===== config.mk =====
export PLATFORM = sky130hd
export DESIGN_NAME = debounce_array
export DESIGN_NICKNAME = d
export VERILOG_FILES = /design/src/rtl/debounce_pkg.sv /design/src/rtl/debounce_chan.sv /design/src/rtl/debounce_array.sv
export SDC_FILE = /design/constraint.sdc
export NUM_CORES = 1
export LEC_CHECK = 0
export CAP_MARGIN = 40
export CORE_ASPECT_RATIO = 0.7
export CORE_UTILIZATION = 41
export DETAILED_ROUTE_END_ITERATION = 7
export GPL_TIMING_DRIVEN = 0
export HOLD_SLACK_MARGIN = 0.06
export PLACE_DENSITY_LB_ADDON = 0.25
export RECOVER_POWER = 25
export SYNTH_ARGS = -nofsm -noshare
export SYNTH_HDL_FRONTEND = slang
export SYNTH_SLANG_ARGS = --single-unit

===== constraint.sdc =====
create_clock -name clk -period 2.55 [get_ports clk]
set_clock_uncertainty 0.05 [all_clocks]
set_input_delay 0.3825 -clock clk [delete_from_list [all_inputs] [get_ports clk]]
set_output_delay 0.3825 -clock clk [all_outputs]
set_load 0.005 [all_outputs]

===== src/rtl/debounce_pkg.sv =====
// Shared constants and helpers for the multi-channel key debouncer.
//   DB_*_DEF    default parameter values used by debounce_array / debounce_chan
//   db_cnt_w()  width of the per-channel stable counter for a given STABLE_CLKS
package debounce_pkg;

    localparam int unsigned DB_NUM_CH_DEF      = 4;
    localparam int unsigned DB_STABLE_CLKS_DEF = 1000;
    localparam int unsigned DB_SYNC_STAGES_DEF = 2;
    localparam int unsigned DB_DUR_W_DEF       = 16;

    // The counter only ever reaches STABLE_CLKS-1, so $clog2 bits suffice.
    function automatic int unsigned db_cnt_w(input int unsigned stable_clks);
        return (stable_clks < 2) ? 1 : $clog2(stable_clks);
    endfunction

endpackage


===== src/rtl/debounce_chan.sv =====
// One debounce channel: synchroniser chain, stable counter, edge strobes and
// press-duration measurement.
//   clk, reset    system clock, synchronous active-high reset
//   raw_btn_i     asynchronous raw key input
//   db_btn_o      debounced level
//   rise_o        1-cycle strobe on the first cycle db_btn_o reads 1
//   fall_o        1-cycle strobe on the first cycle db_btn_o reads 0
//   dur_o         length of the last press (saturating)
//   dur_valid_o   1-cycle strobe with fall_o, dur_o updated in the same cycle
module debounce_chan
    import debounce_pkg::*;
#(
    parameter int unsigned STABLE_CLKS = DB_STABLE_CLKS_DEF,
    parameter int unsigned SYNC_STAGES = DB_SYNC_STAGES_DEF,
    parameter int unsigned DUR_W       = DB_DUR_W_DEF
) (
    input  logic             clk,
    input  logic             reset,
    input  logic             raw_btn_i,
    output logic             db_btn_o,
    output logic             rise_o,
    output logic             fall_o,
    output logic [DUR_W-1:0] dur_o,
    output logic             dur_valid_o
);

    localparam int unsigned      CNT_W   = db_cnt_w(STABLE_CLKS);
    localparam logic [CNT_W-1:0] CNT_MAX = CNT_W'(STABLE_CLKS - 1);

    logic [SYNC_STAGES-1:0] sync_q;
    logic                   synced;
    logic [CNT_W-1:0]       cnt_q;
    logic [DUR_W-1:0]       hold_q;
    logic [DUR_W-1:0]       hold_inc;
    logic                   toggle;

    assign synced   = sync_q[SYNC_STAGES-1];
    assign toggle   = (synced != db_btn_o) && (cnt_q == CNT_MAX);
    assign hold_inc = (&hold_q) ? hold_q : hold_q + 1'b1;

    always_ff @(posedge clk) begin
        if (reset) begin
            sync_q      <= '0;
            cnt_q       <= '0;
            db_btn_o    <= 1'b0;
            rise_o      <= 1'b0;
            fall_o      <= 1'b0;
            dur_valid_o <= 1'b0;
            dur_o       <= '0;
            hold_q      <= '0;
        end else begin
            sync_q <= {sync_q[SYNC_STAGES-2:0], raw_btn_i};

            rise_o      <= toggle && !db_btn_o;
            fall_o      <= toggle && db_btn_o;
            dur_valid_o <= toggle && db_btn_o;

            if (synced == db_btn_o) begin
                cnt_q <= '0;
            end else if (cnt_q == CNT_MAX) begin
                cnt_q    <= '0;
                db_btn_o <= !db_btn_o;
            end else begin
                cnt_q <= cnt_q + 1'b1;
            end

            // The release edge itself counts as a held cycle, so a press
            // visible from edge R to edge F reports F-R.
            if (db_btn_o) begin
                if (toggle) begin
                    dur_o  <= hold_inc;
                    hold_q <= '0;
                end else begin
                    hold_q <= hold_inc;
                end
            end else begin
                hold_q <= '0;
            end
        end
    end

endmodule


===== src/rtl/debounce_array.sv =====
// NUM_CH independent key debouncers with packed outputs.
//   clk, reset    system clock, synchronous active-high reset
//   raw_btn_i     raw inputs, bit n = channel n
//   db_btn_o      debounced levels
//   rise_o        per-channel press strobes
//   fall_o        per-channel release strobes
//   dur_o         last press length of channel n at [n*DUR_W +: DUR_W]
//   dur_valid_o   per-channel strobe, coincident with fall_o
module debounce_array
    import debounce_pkg::*;
#(
    parameter int unsigned NUM_CH      = DB_NUM_CH_DEF,
    parameter int unsigned STABLE_CLKS = DB_STABLE_CLKS_DEF,
    parameter int unsigned SYNC_STAGES = DB_SYNC_STAGES_DEF,
    parameter int unsigned DUR_W       = DB_DUR_W_DEF
) (
    input  logic                    clk,
    input  logic                    reset,
    input  logic [NUM_CH-1:0]       raw_btn_i,
    output logic [NUM_CH-1:0]       db_btn_o,
    output logic [NUM_CH-1:0]       rise_o,
    output logic [NUM_CH-1:0]       fall_o,
    output logic [NUM_CH*DUR_W-1:0] dur_o,
    output logic [NUM_CH-1:0]       dur_valid_o
);

    if (STABLE_CLKS < 2 || SYNC_STAGES < 2 || NUM_CH < 1) begin : g_bad_params
        $error("debounce_array: need STABLE_CLKS>=2, SYNC_STAGES>=2, NUM_CH>=1");
    end

    for (genvar n = 0; n < NUM_CH; n++) begin : g_chan
        debounce_chan #(
            .STABLE_CLKS (STABLE_CLKS),
            .SYNC_STAGES (SYNC_STAGES),
            .DUR_W       (DUR_W)
        ) u_chan (
            .clk         (clk),
            .reset       (reset),
            .raw_btn_i   (raw_btn_i[n]),
            .db_btn_o    (db_btn_o[n]),
            .rise_o      (rise_o[n]),
            .fall_o      (fall_o[n]),
            .dur_o       (dur_o[n*DUR_W +: DUR_W]),
            .dur_valid_o (dur_valid_o[n])
        );
    end

endmodule


==> out/qor.yml <==
status: "finished with violations"
failed_checks: "design-rule violations"
start_util: 0.425
die_h_um: 117
hold_class: "reg2reg"
grt_max_degree: 17
ys_seq_area_frac: 0.485
synth_top_area_cell: "dfxtp_1"
worst_pin_slew_ns: 0.857
drt_iter0_drc: 421
tritoncts: "built"
syn_nets: 883
wl_um: 17700
clkLatencyLatePin_ns: 0.43
cts_root_buf: "clkbuf_16"
drtAntennaViolNets: 0
fin_tns_setup_ns: 0
required_ns: 2.81
crit_family: "buffers and inverters"
ir_drop_uv: 437
crit_slowest_cell: "o211ai_1"
worstSetupPathType: "reg2reg"
ys_top_cells_by_count: "188 x dfxtp_1, 136 x nor2_1, 77 x nand2_1"
seqPwrFrac: 0.535
timing.rr.start: "g_chan[1].u_chan.cnt_q[0]"
cts.hold.buffers_added: 0
min_period_ns: 2.27
drc: 5
vias_per_cell: 5.24
synthCells: 869
antenna_found_initial: 0
rows: 41
maxSlewViolCount: 0
dieWidth_um: 166
crit_path_end_kind: "register"
clk_pin_slew_ns: 0.06
cp_num_buf_inv: 2
cp.arrival_ns: 2.53
p_leak_uw: 0.00325
grt_pass1_wl_um: 29200
cp_cell_sequence: "ha_1, nand4b_1, or3_1, clkbuf_1, o211ai_1, buf_2, nor2_1"
diodes: 0
place_area_mm2: 0.00890
internal_power_uw: 4360
worstHoldStart: "g_chan[0].u_chan.sync_q[0]"
ios: 86
powerDensity_mw_per_mm2: 584
period_share: 0.889
grt.overflow.total: 0
hold_viol: 0
htreeDepth: 4
fillCellCount: 1721
cap_violations: 0
yosys_most_used_dff: "dfxtp_1"
setup_viol: 0
rsz0062_at_grt: "no"
max_stage_delay_ns: 0.53
wl_per_cell_um: 14.6
hold_depth: 1
io_buffers: 84
crit_fanout: 10
reg2reg_to: "g_chan[1].u_chan.hold_q[11]"
max_freq_mhz: 441
synth_top_area_frac: 0.485
rr_worst_depth: 7
swShare: 0.209
vias: 6388
ys_ff_latch: 188
netSwitchingPower_uw: 1150
r2r_setup_slack_ns: 0.28
dpl.hpwl_um: 12500
startpoint_type: "register"
fin_nets: 987
die_area_mm2: 0.0195
core_mm2: 0.0183
synth.distinct_cells: 61
yosysMostFrequentCell: "dfxtp_1"
hold_end: "g_chan[0].u_chan.sync_q[1]"
clk_path_buf_depth: 2
syn2layout_area_growth_pct: 21.8
firstDrtPassIters: 8
syn_avg_cell_area_um2: 8.93
post-route-util: 0.517
syn-cell-area_mm2: 0.00776
final_area_mm2: 0.00945
cts_buffers: 17
gp_congestion: 0.905
ys_top_cells_by_area: "dfxtp_1 49%, nor2_1 6.6%, nand2_1 3.7%"
synth_edf_count: 0
relSlewSlack: 0.429
grt_pass1_vias: 5693
drive_gt1_frac: 0.0722
combPwrFrac: 0.012
synthArstFlopShare: 0
ys_warn_count: 0
cts.sinks: 188
grt.total_usage: 0.190
pwr-share-clk: 0.454
==> metrics by stage <==
step | worst slack (ns) | hold slack (ns) | instances | power, µW
2_1_floorplan | 0.602 | 0.363 | 869 | 3050
3_3_place_gp | 0.102 | 0.370 | 1189 | 3080
3_5_place_dp | 0.0804 | 0.375 | 1190 | 3080
4_1_cts | 0.0655 | 0.378 | 1219 | 5550
5_1_grt | 0.0408 | 0.408 | 1219 | 5680
6_report | 0.283 | 0.387 | 1219 | 5520
==> placed cells by master (no fill, tap or decap), types with 9 or more instances in the layout <==
cell and n:
a21oi_1 28, and2_1 12, clkdlybuf4s50_1 34, dfxtp_1 188
nor2b_1 9, xnor2_1 28, nand2_1 77, xor2_1 23
o22ai_1 27, nand3_1 37, buf_4 17, or3_1 15
dlygate4sd3_1 50, nand2b_1 9, clkbuf_1 23, inv_1 11
mux2i_1 19, nand4_1 25, clkbuf_16 17, nor2_1 136
nor3_1 15, a211oi_1 27, and3_1 23, o21ai_0 26
==> worst reg2reg max path: cells and delay by family (launching register included) <==
family / cells / cell delay, ns
adders and majority gates: 1 / 0.21
AOI/OAI and AO/OA: 1 / 0.53
buffers and inverters: 2 / 0.54
and+or+nand+nor: 3 / 0.48
DFF: 1 / 0.35
==> flip-flops by register name, indices dropped and copies added (netlist names) <==
signal / count
g_chan.u_chan.dur_o: 64
g_chan.u_chan.hold_q: 64
g_chan.u_chan.cnt_q: 40
g_chan.u_chan.sync_q: 8
g_chan.u_chan.db_btn_o: 4
g_chan.u_chan.fall_o: 4
g_chan.u_chan.rise_o: 4
==> cell type report <==
cell class	count	area, µm²	share of cell area
flip-flops and latches	188	3760	0.398
clock buffers	22	474	0.0502
inverters	12	45.0	0.00477
clock inverters	7	67.6	0.00715
repair buffers	85	845	0.0894
well taps	236	295	0.0313
plain buffers	48	263	0.0278
multi-input cells	621	3690	0.391
==> power by group through the flow <==
stage                     registers [µW]  logic (µW)  clock network [µW]
after floorplan                     3010        35.2                   0
after global routing                2950        71.4                2660
final                               2950        65.0                2500
after CTS                           2950        65.7                2540
after global placement              3020        65.2                   0
after detailed placement            3020        65.5                   0
==> logic make-up (layout without fill, tap and decap cells) <==
family,count (synthesis),count (layout),share of synthesized area
DFF,188,188,0.485
buffers and inverters,60,174,0.0397
AOI/OAI and AO/OA,140,140,0.118
xor gates and xnor gates,51,51,0.0576
muxes,19,19,0.0245
adders and majority gates,8,8,0.0129
and+or+nand+nor,403,403,0.262
==> worst max path at each step <==
stage | startpoint | endpoint | slack (ns) | cells after the start
6_report | g_chan[1].u_chan.cnt_q[0] | g_chan[1].u_chan.hold_q[11] | 0.28 | 7
4_1_cts | g_chan[2].u_chan.cnt_q[0] | g_chan[2].u_chan.dur_o[1] | 0.07 | 7
5_1_grt | g_chan[3].u_chan.hold_q[0] | g_chan[3].u_chan.dur_o[3] | 0.04 | 6
3_5_place_dp | g_chan[2].u_chan.cnt_q[0] | g_chan[2].u_chan.dur_o[11] | 0.08 | 7
2_1_floorplan | g_chan[3].u_chan.cnt_q[0] | g_chan[3].u_chan.dur_o[6] | 0.60 | 8
3_3_place_gp | g_chan[2].u_chan.cnt_q[0] | g_chan[2].u_chan.dur_o[11] | 0.10 | 7
==> timing repair <==
action,in CTS,in global routing
resized for setup,0,1
hold endpoints to repair,0,0
setup endpoints to repair,0,8
setup buffers,0,0
==> routing by layer <==
layer | wire, µm | global-route usage
met4 | 225 | 0.0580
met5 | 0 | 0
met2 | 7060 | 0.270
met3 | 1010 | 0.0525
met1 | 9460 | 0.278
Power figures use the tool's default switching activity.
